### src/rtl/jt49_seq_pkg.sv
// Shared opcodes, FSM encoding and opcode helper for the jt49 command sequencer.
package jt49_seq_pkg;

  localparam logic [3:0] OP_END  = 4'hE;
  localparam logic [3:0] OP_WAIT = 4'hF;

  typedef enum logic [2:0] {
    ST_IDLE   = 3'd0,
    ST_FETCH  = 3'd1,
    ST_DECODE = 3'd2,
    ST_WRITE  = 3'd3,
    ST_WAIT   = 3'd4
  } state_t;

  // Registers 0xE/0xF are the IO ports; those opcodes are reserved for control.
  function automatic logic is_reg_op(input logic [3:0] op);
    return (op <= 4'hD);
  endfunction

endpackage

### src/rtl/jt49_seq_wait.sv
// Loadable down-counter for wait commands; decrements only on enabled cen ticks.
module jt49_seq_wait #(
  parameter int W = 16
) (
  input  logic         clk,
  input  logic         rst_n,
  input  logic         clr,
  input  logic         load,
  input  logic         en,
  input  logic         cen,
  input  logic [W-1:0] load_val,
  output logic         last
);

  localparam logic [W-1:0] ONE  = {{(W-1){1'b0}}, 1'b1};
  localparam logic [W-1:0] ZERO = {W{1'b0}};

  logic [W-1:0] cnt;

  // Counter register: clear has priority over load, load over decrement.
  always_ff @(posedge clk or negedge rst_n) begin
    if (!rst_n) begin
      cnt <= ZERO;
    end else if (clr) begin
      cnt <= ZERO;
    end else if (load) begin
      cnt <= load_val;
    end else if (en && cen && (cnt != ZERO)) begin
      cnt <= cnt - ONE;
    end else begin
      cnt <= cnt;
    end
  end

  assign last = (cnt == ONE);

endmodule

### src/rtl/jt49_seq.sv
// Command-list sequencer driving the jt49 register port from a registered command memory.
module jt49_seq
  import jt49_seq_pkg::*;
#(
  parameter int AW      = 6,
  parameter int WAIT_SH = 8
) (
  input  logic          clk,
  input  logic          rst_n,
  input  logic          cen,
  input  logic          start,
  input  logic          abort,
  input  logic [AW-1:0] base,
  output logic [AW-1:0] rom_addr,
  input  logic [11:0]   rom_data,
  output logic [3:0]    psg_addr,
  output logic [7:0]    psg_din,
  output logic          psg_wr_n,
  output logic          psg_cs_n,
  output logic          busy,
  output logic          done,
  output logic          err
);

  localparam int            CW        = 8 + WAIT_SH;
  localparam logic [AW-1:0] LAST_ADDR = {AW{1'b1}};
  localparam logic [AW-1:0] ADDR_ONE  = {{(AW-1){1'b0}}, 1'b1};

  state_t         state;
  state_t         state_nxt;
  logic [3:0]     op;
  logic [7:0]     data;
  logic [CW-1:0]  cnt_val;
  logic           cnt_last;
  logic           cnt_load;
  logic           accept;
  logic           do_write;
  logic           do_end;
  logic           advance;

  assign op      = rom_data[11:8];
  assign data    = rom_data[7:0];
  assign cnt_val = {data, {WAIT_SH{1'b0}}};

  // Next-state and per-cycle action strobes; abort overrides everything.
  always_comb begin
    state_nxt = state;
    cnt_load  = 1'b0;
    accept    = 1'b0;
    do_write  = 1'b0;
    do_end    = 1'b0;
    advance   = 1'b0;
    if (abort) begin
      state_nxt = ST_IDLE;
    end else begin
      case (state)
        ST_IDLE: begin
          if (start) begin
            accept    = 1'b1;
            state_nxt = ST_FETCH;
          end else begin
            state_nxt = ST_IDLE;
          end
        end
        ST_FETCH: state_nxt = ST_DECODE;
        ST_DECODE: begin
          if (is_reg_op(op)) begin
            do_write  = 1'b1;
            state_nxt = ST_WRITE;
          end else if (op == OP_WAIT) begin
            cnt_load = 1'b1;
            if (data == 8'd0) begin
              advance = 1'b1;
            end else begin
              state_nxt = ST_WAIT;
            end
          end else begin
            do_end    = 1'b1;
            state_nxt = ST_IDLE;
          end
        end
        ST_WRITE: advance = 1'b1;
        ST_WAIT: begin
          if (cen && cnt_last) begin
            advance = 1'b1;
          end else begin
            state_nxt = ST_WAIT;
          end
        end
        default: state_nxt = ST_IDLE;
      endcase
      if (advance) begin
        state_nxt = (rom_addr == LAST_ADDR) ? ST_IDLE : ST_FETCH;
      end else begin
        state_nxt = state_nxt;
      end
    end
  end

  // State, address counter and PSG port registers.
  always_ff @(posedge clk or negedge rst_n) begin
    if (!rst_n) begin
      state    <= ST_IDLE;
      rom_addr <= {AW{1'b0}};
      psg_addr <= 4'd0;
      psg_din  <= 8'd0;
      psg_wr_n <= 1'b1;
      psg_cs_n <= 1'b1;
      busy     <= 1'b0;
      done     <= 1'b0;
      err      <= 1'b0;
    end else begin
      state <= state_nxt;
      done  <= 1'b0;
      if (abort) begin
        psg_wr_n <= 1'b1;
        psg_cs_n <= 1'b1;
        busy     <= 1'b0;
      end else begin
        if (accept) begin
          rom_addr <= base;
          err      <= 1'b0;
          busy     <= 1'b1;
        end
        if (do_write) begin
          psg_addr <= op;
          psg_din  <= data;
          psg_wr_n <= 1'b0;
          psg_cs_n <= 1'b0;
        end
        if (state == ST_WRITE) begin
          psg_wr_n <= 1'b1;
          psg_cs_n <= 1'b1;
        end
        if (do_end) begin
          done <= 1'b1;
          busy <= 1'b0;
        end
        // Running off the end of memory without an END command is an error.
        if (advance) begin
          if (rom_addr == LAST_ADDR) begin
            err  <= 1'b1;
            busy <= 1'b0;
          end else begin
            rom_addr <= rom_addr + ADDR_ONE;
          end
        end
      end
    end
  end

  jt49_seq_wait #(
    .W (CW)
  ) u_wait (
    .clk      (clk),
    .rst_n    (rst_n),
    .clr      (abort),
    .load     (cnt_load),
    .en       (state == ST_WAIT),
    .cen      (cen),
    .load_val (cnt_val),
    .last     (cnt_last)
  );

endmodule
### config.mk
export PLATFORM = sky130hd
export DESIGN_NAME = jt49_seq
export DESIGN_NICKNAME = d
export VERILOG_FILES = /design/src/rtl/jt49_seq_pkg.sv /design/src/rtl/jt49_seq_wait.sv /design/src/rtl/jt49_seq.sv
export SDC_FILE = /design/constraint.sdc
export NUM_CORES = 1
export LEC_CHECK = 0
export CORE_MARGIN = 2
export CORE_UTILIZATION = 25
export DETAILED_ROUTE_END_ITERATION = 7
export PLACE_DENSITY = 0.49
export REMOVE_ABC_BUFFERS = 1
export SYNTH_ARGS = -nofsm -noshare
export SYNTH_HDL_FRONTEND = slang
export SYNTH_HIERARCHICAL = 1
export SYNTH_SLANG_ARGS = --single-unit
### constraint.sdc
create_clock -name clk -period 2.6 [get_ports clk]
set_input_delay 0.39 -clock clk [delete_from_list [all_inputs] [get_ports clk]]
set_output_delay 0.39 -clock clk [all_outputs]
set_load 0.01 [all_outputs]
Word-level counts from Yosys, hierarchy flattened
Index checks and enable logic that the tools add are counted.

Register bits after elaboration: 41. Input port bits: 23. Output and inout port bits: 23.

$add $sub $neg: 2. Magnitude comparators: 1. Eq/ne operators: 10. Multiplexer cells: 49. Bitwise logic cells: 1. Reductions and logical operators: 10.

Operator list (count): 16-bit two-way mux (3); 1-bit two-way mux (35); 3-bit two-way mux (6); 6-bit two-way mux (3); 16-bit by 1-bit equality test with 1-bit output, second input constant (1); 16-bit nonzero test (1); 16-bit by 1-bit subtractor with 16-bit output, second input constant (1); 3-bit one-hot mux with 5 select lines (1); 8-bit logical NOT (1); 6-bit by 1-bit adder with 6-bit output, second input constant (1); 3-bit by 2-bit equality test with 1-bit output, second input constant (2); 6-bit equality test, second input constant (1); 6-bit inequality test, second input constant (1); 3-bit nonzero test (2); 4-bit equality test, second input constant (1); 4-bit less-or-equal comparator, second input constant (1); 4-bit inequality test, second input constant (1); 3-bit by 1-bit equality test with 1-bit output, second input constant (1); 3-bit equality test, second input constant (1); 1-bit logical AND (3); 3-bit logical NOT (1); 3-bit inequality test, second input constant (1); 1-bit one-hot mux with 3 select lines (1); 3-bit AND reduction (1); 2 further kinds (2).

Depth between registers and ports, before layout
Gate-level depths: netlist (run 1).

Depth after elaboration: 9. Gate-level depth with buffers: 8. Depth with buffers taken out: 7.

Cells and area by module
Netlist (run 1), hierarchy kept.

By module, submodules not included: jt49_seq (times used 1, cells an instance 144, area an instance 1355.0 um^2); jt49_seq_wait (times used 1, cells an instance 134, area an instance 1151.1 um^2).

Least setup slack after synthesis (run 1)
No wires, ideal clock.

Kind: reg2reg. Start: register state[2]. End: register u_wait.cnt[3]. Library setup time: 0.124 ns. Data arrival time: 1.989 ns. Required time: 2.476 ns. Path slack: 0.487 ns. Stages on the path, launching flop included: 7. Path buffers: 1. Period minus slack after synthesis: 2.113 ns. Cell sequence: dfrtp_1 buf_6 nor3b_1 nand2_1 or4_2 and2_1 o31a_1.

Longest elaborated chain between the ends: 5. Elaborated cells between the ends (all ways): 9.

RTL lines: start: declaration (RTL line jt49_seq.sv:29) `state_t state;`; start signal: assignment (RTL line jt49_seq.sv:113) `state <= state_nxt;`; 3-bit by 2-bit equality test with 1-bit output (RTL line jt49_seq.sv:56) `case (state)`; 1-bit two-way mux (RTL line jt49_seq.sv:56); 1-bit two-way mux (RTL line jt49_seq.sv:53) `if (abort) begin`; 16-bit two-way mux (RTL line jt49_seq_wait.sv:26) `end else if (load) begin`; 16-bit two-way mux (RTL line jt49_seq_wait.sv:24) `end else if (clr) begin`; end signal: assignment (RTL line jt49_seq_wait.sv:27) `cnt <= load_val;`; end signal: assignment (RTL line jt49_seq_wait.sv:29) `cnt <= cnt - ONE;`; end signal: assignment (RTL line jt49_seq_wait.sv:31) `cnt <= cnt;`; end: declaration (RTL line jt49_seq_wait.sv:18) `logic [W-1:0] cnt;`.

Parallel ways exist; a longest one is shown, timed or not. A chain may end at the register's enable or synchronous reset.

Worst setup path in the final report (run 1)
Start: register state[2]. End: register u_wait.cnt[13].

Same word-level chain as after synthesis.

==> results of run 1 <==
==> path summary, 6_finish.rpt <==
| check | from | endpoint | slack, ns | depth (start not counted) |
|---|---|---|---|---|
| worst min-delay path | rst_n | rom_addr[4] | 0.002 | 1 |
| worst max register to register | state[2] | u_wait/cnt[13] | 0.34 | 5 |
| worst min register to register | psg_din[0] | psg_din[0] | 0.49 | 2 |
| worst max-delay path | state[2] | u_wait/cnt[13] | 0.34 | 5 |
| max in group asynchronous | rst_n | psg_cs_n | 1.87 | 2 |
| min in group clk | psg_din[0] | psg_din[0] | 0.49 | 2 |
==> flip-flops by register name (all words and copies together) (netlist names) <==
name and count:
u_wait/cnt 16, psg_din 8, rom_addr 6, psg_addr 4, state 3, busy 1, done 1, err 1
psg_cs_n 1
==> final cells by class <==
type | instances | area, um^2 | area share, %
tap | 133 | 166 | 5.06
multi-input combinational | 218 | 1380 | 41.9
clock buffer | 6 | 82.6 | 2.51
timing repair buffer | 60 | 558 | 17.0
clock inverter | 2 | 37.5 | 1.14
inverter | 11 | 41.3 | 1.25
sequential | 41 | 1030 | 31.2
==> kinds of logic (layout without fill, tap and decap cells) <==
kind of cell | Yosys count | after routing | synth area share, %
buffers and inverters | 26 | 79 | 5.24
multiplexers | 6 | 6 | 2.45
flip-flops | 41 | 41 | 41.0
AND/OR/NAND/NOR | 142 | 142 | 30.7
adder cells (fa/ha/maj) | 3 | 3 | 1.50
AO/OA/AOI/OAI | 59 | 59 | 19.0
other | 1 | 8 | 0.150
==> power groups by stage <==
stage | sequential [W] | combinational, W | clock [W]
3_5_place_dp | 0.000845 | 0.000569 | 0
2_1_floorplan | 0.000890 | 0.000181 | 0
5_1_grt | 0.000858 | 0.000614 | 0.000603
3_3_place_gp | 0.000853 | 0.000560 | 0
4_1_cts | 0.000841 | 0.000567 | 0.000577
6_report | 0.000839 | 0.000558 | 0.000561
==> metrics by stage <==
stage          instance area [um^2]  hold slack [ns]  cells  setup slack [ns]
3_3_place_gp                   3170            0.352    463             0.228
2_1_floorplan                  2440           0.0944    270             0.275
5_1_grt                        3290           0.0324    471             0.102
4_1_cts                        3290           0.0188    471             0.316
3_5_place_dp                   3170            0.357    463             0.141
6_report                       3290          0.00156    471             0.340
==> Yosys cell counts, types with 2 or more instances <==
cell       instances  area share, %
o31ai_1            6            1.8
buf_6              3            1.3
or3_1              6            1.5
inv_1             11            1.6
a2111oi_2          2            1.2
buf_4              2           0.60
nor4_1             6            1.5
o22a_1             3            1.0
or4_1              5            1.5
nor2_1            29            4.3
a221oi_1           3            1.0
dfrtp_1           40             40
or3b_1             2           0.70
nand4_1            4            1.0
a2111oi_0          3            1.0
nand3_2            3            1.2
a32oi_1            3            1.0
nand3b_1           2           0.60
and3_1             6            1.5
buf_2              3           0.60
and2_1             2           0.50
a211o_1            4            1.4
nor3_1            10            2.0
o31a_1             2           0.70
clkbuf_1           7            1.0
mux2i_1            5            2.0
nor4_2             3            1.5
nand3_1           10            2.0
o21ai_0            6            1.2
nand2_1           42            6.3
a21oi_1            6            1.2
ha_1               3            1.5
and4_1             2           0.70
a311oi_1          10            3.5
nor3b_1            2           0.60
==> per-layer routing <==
metal  routed length [um]  global-route usage [%]  up-vias
met1                 3400                    18.4     1137
li1                     -                       -     1151
met3                  195                    2.01        6
met2                 3130                    21.1       47
met4                   73                    3.76        0
met5                    0                       0        -
==> repair_timing <==
item                                    CTS  global route
resized for setup                         0             1
buffers inserted                          0             0
endpoints found under the setup margin    0             1
hold endpoints to repair                  0             0
==> worst register-to-register path: cells and delay by family, from the launching register on <==
family | cells | cell delay, ns
AOI/OAI and AO/OA | 1 | 0.27
buffers and inverters | 1 | 0.26
DFF | 1 | 0.52
and+or+nand+nor | 3 | 1.12
==> metrics.txt, run 1 <==
Internal 0.00137 W; RSZ-0062 raised after global routing no; drt drc 0; CP Class flop to flop; Die Wd 104 um; gr ovfl total 0; Final GP Congestion 0.782; Fin Clk Skew 0.00698 ns; final worst path period share 86.9%; routed wire length 6.81 mm; Worst IR Drop VDD 285 uV; Final setup viols 0; CTS tree yes; Sum Neg Setup Slack 0 ns; status completed; Filler Cell Count 1044; crit path max fanout 10; Mapped Cells 278; PortBufs 45; area delta synth->final 31.4%; CTS Hold Bufs 0; fin util 33.7%; total chip power 0.00196 W; minimum clock period 2.26 ns; largest buffer count on any clock path 2; Inserted Diodes 0; Hold Fails Final Rpt 0; DR vias 2341; Slew @ Worst Pin 0.650 ns; DP HPWL 4.97 mm; Max stage delay cell, worst path dfrtp_1; io pins 46; total CTS buffers 5; sw frac 30.1%; Clk network pwr share 28.7%; Post-synth EDFFs 0; Row Count 36; worst-path cell chain nor3b_1, nand2_1, buf_4, or4_1, a311oi_1; Slew headroom 56.6%; CTS H-Tree Depth 2; Iteration-0 DRC Markers 84; Post-synth ARST share 100%; root buffer cell clkbuf_8; Post-Syn Area 2510 um^2; Core Area 9770 um^2; Combinational Power Share 28.5%; Clk Latency, worst-skew pair 0.30 ns; pin count of the biggest net entering global routing 27; Leak 1.32 nW; dominant synthesized flop cell dfrtp_1; CP startpoint kind flop; Via density 4.97; Crit path largest cell delay 0.52 ns; most common cell after layout, fill and taps aside clkdlybuf4s50_1; share of the yosys chip area belonging to registers 41.0%; chip height 104 um; clock-pin slew on the worst setup and hold paths 0.09 ns; Pre-antenna DRT Iters 4; pwr dens 595 nW/um^2; first-pass GRT wire length 11.8 mm; Routed wire per std cell 14.4 um; post-synthesis average cell area 9.01 um^2; CP delay by family, top simple AND/OR/NAND/NOR gates; NumNets Final 363; gr usage total 13.2%; yosys warns 6; Hold Crit Class input port to async pin; most frequent cells in the layout 44 x clkdlybuf4s50_1, 42 x nand2_1, 40 x dfrtp_1; Antenna Nets Post-Route 0; Worst EP required 2.80 ns; layout cells sized above 1 12.7%; Starting Density 25.6%; Max Slew Vio Count 0; vias in the first global route 2319; clk sinks 41; Worst Path Buf+Inv 1; f_max 442 MHz; Psw 0.000589 W; MaxCap Viol Count 0; sequential fraction of design power 42.9%; #FFs+latches synth 41; CP Capture Type flop; antenna violations before repair 0; die area 10800 um^2; Cell variety after synth 57; Crit path arrival time 2.46 ns
Power figures use the tool's default switching activity.
==> inputs of run 2 (changes only) <==
Settings changed: ABC_AREA set to 1.
==> metrics.txt, run 2 <==
status completed; total CTS buffers 5 (unchanged); Inserted Diodes 0 (unchanged); CTS resizes 0 (unchanged); largest registers u_wait/cnt x16, psg_din x8, rom_addr x6; Max stage delay cell, worst path clkdlybuf4s50_1; CTS tree yes; io pins 46 (unchanged); Worst EP required 2.78 ns (-0.02 ns); Met3 Wirelength 400 um (+110%); DR vias 2613 (+12%); Hold Crit Class input port to async pin; sequential cell area 1030 um^2 (unchanged); minimum clock period 2.03 ns (-0.233 ns); Hold WS 0.251 ns (+0.249 ns); Crit path largest cell delay 0.50 ns (-0.02 ns); die area 11600 um^2 (+7.3%); clk sinks 41 (unchanged); # Post-CTS Setup Buffers 0 (unchanged); PortBufs 45 (unchanged); CP Capture Type flop; Leak 1.74 nW (+33%); root buffer cell clkbuf_8; layout cells sized above 1 10.5% (-2.2 points); gr usage total 13.7% (+0.47 points); Final GP Congestion 0.791 (+1.1%); vias in the first global route 2592 (+12%); wl on met1 3.46 mm (+1.5%); Most flops, register u_wait/cnt; share of the yosys chip area belonging to registers 38.1% (-2.9 points); DP HPWL 5.44 mm (+9.5%); Cell variety after synth 36 (-37%); top-count cell post-synth nand2_1; post-synthesis average cell area 6.82 um^2 (-24%); clock-pin slew on the worst setup and hold paths 0.10 ns (about the same); footprint of the multi-input gates 1480 um^2 (+7.4%); Top Metal Used met4; Routed wire per std cell 12.3 um (-15%); Post-synth ARST share 100% (unchanged); fin util 33.3% (-0.42 points); f_max 493 MHz (+11%); R2R Setup Slk 0.62 ns (+0.28 ns); final worst path period share 78.0% (-9.0 points); Filler Cell Count 1141 (+9.3%); most frequent cells in the layout 155 x nand2_1, 44 x clkdlybuf4s50_1, 40 x dfrtp_1; drt drc 0 (unchanged); RSZ-0062 raised after global routing no; biggest area consumer among synthesized cells dfrtp_1; routed wire length 7.25 mm (+6.5%); MaxCap Viol Count 0 (unchanged); CP Class input port to flop; Antenna Nets Post-Route 0 (unchanged); antenna violations before repair 0 (unchanged); pwr dens 824 nW/um^2 (+39%); Max Slew Vio Count 0 (unchanged); Post-synth EDFFs 0 (unchanged); Starting Density 25.9% (+0.23 points); Post-Place Setup Slack 0.257 ns (+0.115 ns); CTS Hold Bufs 0 (unchanged); Via density 4.42 (-11%); max FFs per register 16 (unchanged); largest buffer count on any clock path 2 (unchanged); Synth top cells by count 155 x nand2_1, 40 x dfrtp_1, 38 x inv_1, 38 x nand3_1, 36 x nor2_1; Crit path arrival time 2.21 ns (-0.25 ns); area delta synth->final 28.6%; Iteration-0 DRC Markers 87 (+3.6%); ranking of synthesized cells by area dfrtp_1 37%, nand2_1 22%, nand3_1 7.1%, inv_1 5.3%, nor2_1 5.0%; worst-path cell chain clkdlybuf4s50_1, nand2_1, inv_1, nand2_1, nor3_1, buf_4, nor2_1, nand2_2, buf_4, clkinv_8, nand2_1, o21ai_2; CP dominant cell by count nand2_1; Final setup viols 0 (unchanged); Mapped Cells 395 (+42%); total chip power 0.00285 W (+46%); Row Count 37 (+2.8%); NumNets Final 480 (+32%); Core Area 10400 um^2 (+6.6%); pin count of the biggest net entering global routing 42 (+56%); Worst IR Drop VDD 257 uV (-9.9%); Hold Fails Final Rpt 0 (unchanged); dominant synthesized flop cell dfrtp_1; wire length on met2 3.27 mm (+4.4%); chip height 108 um (+3.6%); Die Wd 108 um (+3.6%); area share of the largest cell type after synthesis 37.1% (-2.8 points); first-pass GRT wire length 12.6 mm (+7.2%); Post-Syn Area 2700 um^2 (+7.5%); Slew headroom 32.8% (-24 points); gr ovfl total 0 (unchanged); Pre-antenna DRT Iters 4 (unchanged); CTS H-Tree Depth 2 (unchanged); yosys warns 6 (unchanged); setup slack after layout 0.572 ns (+0.233 ns); #FFs+latches synth 41 (unchanged); Sum Neg Setup Slack 0 ns (unchanged); CP startpoint kind input port; most common cell after layout, fill and taps aside nand2_1; crit path max fanout 13 (+3); Clk Latency, worst-skew pair 0.30 ns (about the same); Slew @ Worst Pin 1.01 ns (+0.357 ns); Fin Clk Skew 0.0162 ns (+0.00927 ns)
## run 2: critical path: cells and delay by family
kind                   cells  cell delay (ns)
AO/OA/AOI/OAI              1             0.05
buffers and inverters      5             1.13
AND/OR/NAND/NOR            6             0.64
## run 2: logic make-up after synthesis
logic type	after synthesis	synth area share, %
xor+xnor	4	1.30
flops	41	38.1
compound gates	26	5.76
fa+ha+maj	3	1.39
simple gates	269	45.0
other cells	1	0.139
mux	1	0.371
buf+inv	50	7.94
## run 2: layer usage
metal / GRT usage [%] / vias to the layer above
met3: 3.21 / 10
met1: 18.9 / 1189
met4: 3.85 / 0
met5: 0 / -
met2: 21.2 / 55
li1: - / 1359
## run 2: final timing paths
kind | start | end | cells after the start
max reg2reg | state[2] | u_wait/cnt[4] | 10
min in group clk | psg_addr[3] | psg_addr[3] | 2
min | rst_n | psg_din[5] | 1
max in group asynchronous | rst_n | psg_cs_n | 2
max | rom_data[9] | u_wait/cnt[4] | 12
min reg2reg | psg_addr[3] | psg_addr[3] | 2
## run 2: final cells by class
type / count / area share, %
inverter: 43 / 5.02
clock inverter: 3 / 1.34
multi-input combinational: 311 / 42.7
clock buffer: 5 / 1.99
sequential: 41 / 29.6
tap: 136 / 4.91
timing repair buffer: 52 / 14.4
## run 2: report_power, final
group / internal (W) / leakage [nW] / switching, W
Clock: 0.000288 / 0.0543 / 0.000256
Combinational: 0.000586 / 1.17 / 0.000720
Sequential: 0.000825 / 0.525 / 0.000179
Total: 0.00170 / 1.74 / 0.00116
## run 2: through the flow
stage          instances  instance area, um^2
5_1_grt              591                 3460
2_1_floorplan        395                 2680
4_1_cts              591                 3460
6_report             591                 3460
3_3_place_gp         583                 3350
3_5_place_dp         583                 3350
